**config.mk**
```make
export PLATFORM = sky130hd
export DESIGN_NAME = sv_irq_timer_flat
export DESIGN_NICKNAME = d
export VERILOG_FILES = /design/src/rtl/sv_timer_pkg.sv /design/src/rtl/sv_irq_timer_if.sv /design/src/rtl/sv_timer_channel.sv /design/src/rtl/sv_irq_timer.sv /design/src/flat_wrapper.sv
export SDC_FILE = /design/constraint.sdc
export NUM_CORES = 1
export LEC_CHECK = 0
export ABC_AREA = 1
export CORE_MARGIN = 5
export CORE_UTILIZATION = 59
export CTS_BUF_LIST = sky130_fd_sc_hd__clkbuf_16
export CTS_CLUSTER_DIAMETER = 50
export DETAILED_ROUTE_END_ITERATION = 10
export PLACE_DENSITY = 0.77
export SYNTH_ARGS = -nofsm -noshare
export SYNTH_HDL_FRONTEND = slang
export SYNTH_SLANG_ARGS = --single-unit
```
**constraint.sdc**
```tcl
create_clock -name clk -period 2.5 [get_ports clk]
set_clock_uncertainty 0.1 [all_clocks]
set_input_delay 0.25 -clock clk [delete_from_list [all_inputs] [get_ports clk]]
set_output_delay 0.25 -clock clk [all_outputs]
set_load 0.02 [all_outputs]
```
**src/rtl/sv_timer_pkg.sv**
```systemverilog
// rtl/sv_timer_pkg.sv - register map, control layout and shared types for sv_irq_timer
package sv_timer_pkg;

  localparam logic [3:0] OFS_COUNT  = 4'h0;
  localparam logic [3:0] OFS_CTRL   = 4'h4;
  localparam logic [3:0] OFS_STATUS = 4'h8;
  localparam logic [3:0] OFS_MASK   = 4'h9;

  localparam int CTRL_EN   = 0;
  localparam int CTRL_IE   = 1;
  localparam int CTRL_PSEL = 2;
  localparam int CTRL_AUTO = 3;

  localparam int PRE_W = 14;

  typedef struct packed {
    logic auto;
    logic psel;
    logic ie;
    logic en;
  } ctrl_t;

  typedef enum logic {
    CH_IDLE = 1'b0,
    CH_RUN  = 1'b1
  } ch_state_t;

endpackage

```
**src/rtl/sv_irq_timer_if.sv**
```systemverilog
// rtl/sv_irq_timer_if.sv - CPU register bus between the 65C02 window and sv_irq_timer
interface sv_irq_timer_if;
  logic       cs;
  logic       we;
  logic [3:0] addr;
  logic [7:0] din;
  logic [7:0] dout;

  modport master (output cs, output we, output addr, output din, input dout);
  modport slave  (input cs, input we, input addr, input din, output dout);
endinterface

```
**src/rtl/sv_timer_channel.sv**
```systemverilog
// rtl/sv_timer_channel.sv - one down-counter channel with reload, prescaler select and expiry pulse
module sv_timer_channel
  import sv_timer_pkg::*;
#(
  parameter int CNT_W = 8
) (
  input  logic             clk,
  input  logic             reset,
  input  logic             i_load,
  input  logic [CNT_W-1:0] i_ld_val,
  input  logic             i_ctrl_wr,
  input  ctrl_t            i_ctrl_val,
  input  logic             i_tick_short,
  input  logic             i_tick_long,
  output logic [CNT_W-1:0] o_count,
  output ctrl_t            o_ctrl,
  output logic             o_expire
);

  logic [CNT_W-1:0] r_count;
  logic [CNT_W-1:0] r_reload;
  ctrl_t            r_ctrl;
  logic [CNT_W-1:0] w_count_nxt;
  logic             w_tick;
  ch_state_t        w_state;

  always_ff @(posedge clk or posedge reset) begin
    if (reset) begin
      r_count  <= '0;
      r_reload <= '0;
      r_ctrl   <= '0;
    end else begin
      r_count <= w_count_nxt;
      if (i_load)    r_reload <= i_ld_val;
      if (i_ctrl_wr) r_ctrl   <= i_ctrl_val;
    end
  end

  // A bus load always wins over a decrement landing on the same edge.
  always_comb begin
    w_state     = (r_ctrl.en && (r_count != '0)) ? CH_RUN : CH_IDLE;
    w_tick      = r_ctrl.psel ? i_tick_long : i_tick_short;
    w_count_nxt = r_count;
    o_expire    = 1'b0;
    if (i_load) begin
      w_count_nxt = i_ld_val;
      o_expire    = r_ctrl.en && (i_ld_val == '0);
    end else if ((w_state == CH_RUN) && w_tick) begin
      if (r_count == CNT_W'(1)) begin
        o_expire    = 1'b1;
        w_count_nxt = r_ctrl.auto ? r_reload : '0;
      end else begin
        w_count_nxt = r_count - CNT_W'(1);
      end
    end
  end

  assign o_count = r_count;
  assign o_ctrl  = r_ctrl;

endmodule

```
**src/rtl/sv_irq_timer.sv**
```systemverilog
// rtl/sv_irq_timer.sv - multi-channel interval timer and IRQ aggregator for the 0x2020 window
// Optional macro SV_TIMER_READ_ACK_EN: a STATUS read also clears the bits it returned.
module sv_irq_timer
  import sv_timer_pkg::*;
#(
  parameter int NUM_TIMERS = 2,
  parameter int CNT_W      = 8,
  parameter int EXT_IRQS   = 2,
  parameter int PRE_SHORT  = 256,
  parameter int PRE_LONG   = 16384
) (
  input  logic                                     clk,
  input  logic                                     reset,
  input  logic                                     ce_tick,
  sv_irq_timer_if.slave                            bus,
  input  logic [((EXT_IRQS > 0) ? EXT_IRQS : 1)-1:0] ext_irq,
  output logic                                     irq,
  output logic                                     tick_short
);

  localparam int EXT_W = (EXT_IRQS > 0) ? EXT_IRQS : 1;
  localparam int SH_W  = $clog2(PRE_SHORT);
  localparam int LG_W  = $clog2(PRE_LONG);

  logic [PRE_W-1:0]  r_pre;
  logic [EXT_W-1:0]  r_ext_q;
  logic [7:0]        r_status;
  logic [7:0]        r_mask;
  logic [7:0]        r_dout;
  logic              r_irq;

  logic              w_wr, w_rd;
  logic              w_tick_short, w_tick_long;
  logic [EXT_W-1:0]  w_ext_edge;
  logic [CNT_W-1:0]  w_count [NUM_TIMERS];
  ctrl_t             w_ctrl  [NUM_TIMERS];
  logic [NUM_TIMERS-1:0] w_expire;
  logic [7:0]        w_set, w_clr, w_ie, w_valid, w_status_nxt, w_rdata;

  assign w_wr         = bus.cs & bus.we;
  assign w_rd         = bus.cs & ~bus.we;
  assign w_tick_short = ce_tick & (&r_pre[SH_W-1:0]);
  assign w_tick_long  = ce_tick & (&r_pre[LG_W-1:0]);
  assign w_ext_edge   = ext_irq & ~r_ext_q;

  for (genvar g = 0; g < NUM_TIMERS; g++) begin : g_ch
    sv_timer_channel #(.CNT_W(CNT_W)) u_ch (
      .clk          (clk),
      .reset        (reset),
      .i_load       (w_wr && (bus.addr == (OFS_COUNT + 4'(g)))),
      .i_ld_val     (bus.din[CNT_W-1:0]),
      .i_ctrl_wr    (w_wr && (bus.addr == (OFS_CTRL + 4'(g)))),
      .i_ctrl_val   (ctrl_t'(bus.din[3:0])),
      .i_tick_short (w_tick_short),
      .i_tick_long  (w_tick_long),
      .o_count      (w_count[g]),
      .o_ctrl       (w_ctrl[g]),
      .o_expire     (w_expire[g])
    );
  end

  // Set terms are OR-ed in after the clear so a same-cycle event is never lost.
  always_comb begin
    w_set   = '0;
    w_ie    = '0;
    w_valid = '0;
    for (int i = 0; i < NUM_TIMERS; i++) begin
      w_set[i]   = w_expire[i];
      w_ie[i]    = w_ctrl[i].ie;
      w_valid[i] = 1'b1;
    end
    for (int j = 0; j < EXT_IRQS; j++) begin
      w_set[4+j]   = w_ext_edge[j];
      w_valid[4+j] = 1'b1;
    end
    w_clr = (w_wr && (bus.addr == OFS_STATUS)) ? (bus.din & w_valid) : 8'h00;
`ifdef SV_TIMER_READ_ACK_EN
    if (w_rd && (bus.addr == OFS_STATUS)) w_clr = w_clr | r_status;
`endif
    w_status_nxt = (r_status & ~w_clr) | w_set;
  end

  always_comb begin
    w_rdata = 8'hFF;
    for (int i = 0; i < NUM_TIMERS; i++) begin
      if (bus.addr == (OFS_COUNT + 4'(i))) w_rdata = 8'(w_count[i]);
      if (bus.addr == (OFS_CTRL + 4'(i)))  w_rdata = {4'b0000, w_ctrl[i]};
    end
    if (bus.addr == OFS_STATUS) w_rdata = r_status;
    if (bus.addr == OFS_MASK)   w_rdata = r_mask;
  end

  always_ff @(posedge clk or posedge reset) begin
    if (reset) begin
      r_pre    <= '0;
      r_ext_q  <= '0;
      r_status <= '0;
      r_mask   <= '0;
      r_dout   <= '0;
      r_irq    <= 1'b0;
    end else begin
      if (ce_tick) r_pre <= r_pre + PRE_W'(1);
      r_ext_q  <= ext_irq;
      r_status <= w_status_nxt;
      if (w_wr && (bus.addr == OFS_MASK)) r_mask <= bus.din & w_valid & 8'hF0;
      if (w_rd) r_dout <= w_rdata;
      r_irq <= |(r_status & (w_ie | r_mask));
    end
  end

  assign irq        = r_irq;
  assign tick_short = w_tick_short;
  assign bus.dout   = r_dout;

endmodule
```
**src/flat_wrapper.sv**
```systemverilog
// flat-port wrapper written by rule: the top's interface ports become plain ports
module sv_irq_timer_flat import sv_timer_pkg::*;
#(
  parameter int NUM_TIMERS = 2,
  parameter int CNT_W      = 8,
  parameter int EXT_IRQS   = 2,
  parameter int PRE_SHORT  = 256,
  parameter int PRE_LONG   = 16384
)
  (clk, reset, ce_tick, ext_irq, irq, tick_short, bus_cs, bus_we, bus_addr, bus_din, bus_dout);
  sv_irq_timer_if bus_i ();
  input  logic clk;
  input  logic reset;
  input  logic ce_tick;
  input  logic [((EXT_IRQS > 0) ? EXT_IRQS : 1)-1:0] ext_irq;
  output logic irq;
  output logic tick_short;
  input wire logic [$bits(bus_i.cs)-1:0] bus_cs;
  input wire logic [$bits(bus_i.we)-1:0] bus_we;
  input wire logic [$bits(bus_i.addr)-1:0] bus_addr;
  input wire logic [$bits(bus_i.din)-1:0] bus_din;
  output wire logic [$bits(bus_i.dout)-1:0] bus_dout;
  assign bus_i.cs = bus_cs;
  assign bus_i.we = bus_we;
  assign bus_i.addr = bus_addr;
  assign bus_i.din = bus_din;
  assign bus_dout = bus_i.dout;
  sv_irq_timer #(.NUM_TIMERS(NUM_TIMERS), .CNT_W(CNT_W), .EXT_IRQS(EXT_IRQS), .PRE_SHORT(PRE_SHORT), .PRE_LONG(PRE_LONG)) u_core (.clk(clk), .reset(reset), .ce_tick(ce_tick), .bus(bus_i), .ext_irq(ext_irq), .irq(irq), .tick_short(tick_short));
endmodule
```
==> impl_metrics.toml, run 1 <==
[power]
seq_power_share_pct = 37.7
leakage_nw = 2.40
netSwitchingFraction_pct = 36.4
ir_drop_uv = 610
p_clk_share_pct = 29.3
p_per_area_nw_per_um2 = 985
internal-power_mw = 2.91
pwr-share-comb_pct = 33.1
switchingPower_mw = 1.66

[setup_path]
timing.rr.end = "u_core.g_ch[0].u_ch.o_count[0]$_DFFE_PP0P_"
cp.required_ns = 2.15
r2r_cells = 10
critPathKind = "reg2out"
start_kind = "flip-flop"
cp_max_fo = 4
cp_slowest_stage_delay_ns = 0.61
crit_path_frequent_cell = "nand3_2"
path_cells = "ha_1 > nand3_2 > inv_2 > nand3_2 > inv_1 > clkdlybuf4s50_1"
slowest_stage = "clkdlybuf4s50_1"
rrSetupSlack_ns = 0.71
worstPathArrival_ns = 1.98
worst_setup_path_end_kind = "output pin"
reg2reg_from = "u_core.g_ch[0].u_ch.o_count[1]$_DFFE_PP0P_"

[final_layout]
final_nets = 571
fin_util_pct = 72.2
diodes = 0
area_growth_pct = 17.3
drive_gt1_share_pct = 8.91

[clock_network]
clockBufferDepth = 2
cts_setup_buffers = 0
post_cts_resized = 0
cts_inserted_buffers = 9
clk_latency_ns = 0.33
clkTransAtPathRegs_ns = 0.06
hold_buffers = 0
tritoncts = "done"
cts_num_sinks = 71
cts_root_buf = "clkbuf_16"
htree_levels = 3

[timing]
hold_ws_ns = 0.142
fmax_mhz = 429
finalSetupTns_ns = 0
layout_min_cycle_time_ns = 2.33
slew_viol_final = 0
hold_viol_final = 0
rsz0062_at_grt = "no"
post-route-period-util_pct = 93.2
slew_headroom_pct = 60.8
tightestPinTransition_ns = 0.583
setup_viol = 0

[placed_design]
io_buffers = 28
gp_congestion = 0.887
hpwl_um = 7120

[floorplan]
dieArea_um2 = 8430
coreArea_um2 = 6420
die_h_um = 91.8
initial_core_util_pct = 61.5
rows = 29
die_w_um = 91.8
pin_count = 29

[synthesis]
ys_warn_count = 0
avgSynthCellArea_um2 = 7.78
synth_area_leaders = "dfrtp_1 45%, nand2_1 15%, nand3_1 6.0%, inv_1 5.6%, o21ai_0 4.3%"
synth.distinct_cells = 34
ys_async_sr_fraction_pct = 100
yosys-top-cells-count = "158 x nand2_1, 71 x dfrtp_1, 59 x inv_1"
synth_area_um2 = 3950
yosys.area.top_type = "dfrtp_1"
synth_seq_area_share_pct = 45.0
yosysMostFrequentCell = "nand2_1"
yosysTopAreaCellShare_pct = 45.0
yosys_most_used_dff = "dfrtp_1"
synth_edf_count = 0
syn_inst = 508
syn-num-nets = 534
synth_seq_cells = 71

[routing]
wl_per_cell_um = 15.3
vias_per_cell = 5.67
ant_nets = 0
wirelength_um = 9580
drt_iter0_markers = 208
drtPass1Iterations = 5
drc_errors = 0
num_vias = 3552

[grt]
gr-total-overflow = 0
grt_usage_pct = 23.8
grt_pass1_vias = 3427
grt_pass1_wl_um = 16100
grt_max_degree = 35
antenna_found_initial = 0

[outcome]
outcome = "complete, no violations"

[worst_hold_path]
min_path_type = "in2async"

[run]
drv_cap = 0
routing by layer:
layer	global-route usage, %	part of all wire, %	wire (um)
met4	12.3	3.4	323
met5	0	0	0
met1	32.5	45	4270
met2	36.6	46	4370
met3	3.76	6.4	614
worst max path at each step:
stage,startpoint,endpoint,slack [ns],cells past startpoint
6_report,u_core.r_pre[0]$_DFFE_PP0P_,tick_short,0.17,6
2_1_floorplan,reset,u_core.bus.dout[0]$_DFFE_PP0P_,0.35,1
3_5_place_dp,ce_tick,tick_short,0.26,6
5_1_grt,u_core.r_pre[0]$_DFFE_PP0P_,tick_short,0.08,6
3_3_place_gp,ce_tick,tick_short,0.31,6
4_1_cts,u_core.r_pre[0]$_DFFE_PP0P_,tick_short,0.18,6
worst max-delay path: cells and delay by family (launching register included):
kind          cells  cell delay (ns)
fa+ha+maj         1             0.20
buf+inv           3             0.83
flops             1             0.39
simple gates      2             0.23
state kept, by name, indices dropped and copies added, names as in the netlist:
register and cells:
u_core.irq 1, u_core.g_ch.u_ch.o_count 16, u_core.r_pre 14, u_core.g_ch.u_ch.o_ctrl 8
u_core.g_ch.u_ch.r_reload 16, u_core.r_mask 2, u_core.bus.dout 8, u_core.r_status 4
u_core.r_ext_q 2
power by group through the flow:
stage	Clock [mW]	Sequential (mW)	Combinational (mW)
after floorplan	0	1.68	1.12
after global placement	0	1.72	1.44
after detailed placement	0	1.73	1.49
after CTS	1.34	1.71	1.52
after global routing	1.40	1.75	1.72
final	1.34	1.72	1.51
cell usage in the layout, fill, tap and decap left out, types with 3 or more instances in the layout:
master,n
nand2_1,158
dfrtp_1,71
inv_1,58
nand3_1,47
nor2_1,37
o21ai_0,34
clkdlybuf4s50_1,28
o211ai_1,11
xor2_1,9
clkbuf_16,9
a21oi_1,8
nand4_1,7
o22ai_1,7
ha_1,7
nor2_2,6
inv_2,6
xnor2_1,6
nand2_4,4
nand3_2,3
nor3_1,3
buf_4,3
cell type report:
| class | count | area [um2] |
|---|---|---|
| clock inverter | 7 | 87.6 |
| clock buffer | 9 | 225 |
| timing repair buffer | 32 | 323 |
| inverter | 64 | 240 |
| tap | 77 | 96.3 |
| fill | 470 | 1790 |
| multi-input combinational | 367 | 1890 |
| sequential | 71 | 1780 |
kinds of logic (layout without fill, tap and decap cells):
family	count (synthesis)	after routing	share of synthesized area [%]
xor+xnor	15	15	3.32
simple gates	277	277	32.1
buf+inv	70	112	7.31
fa+ha+maj	7	7	2.22
flops	71	71	45.0
compound gates	68	68	10.1
through the flow:
step / cell area (um2) / total power [mW] / std cells / setup slack, ns
CTS: 4630 / 4.57 / 627 / 0.177
global placement: 4320 / 3.16 / 611 / 0.308
finish: 4630 / 4.57 / 627 / 0.169
global route: 4630 / 4.87 / 627 / 0.0819
floorplan: 3950 / 2.80 / 508 / 0.353
detailed placement: 4320 / 3.22 / 611 / 0.260
Power figures use the tool's default switching activity.
==> run 2, diff against run 1 <==
Settings changed: CTS_CLUSTER_SIZE set to 30.
==> results of run 2 <==
The final DEF is identical to that of run 1; final timing and power are the same.
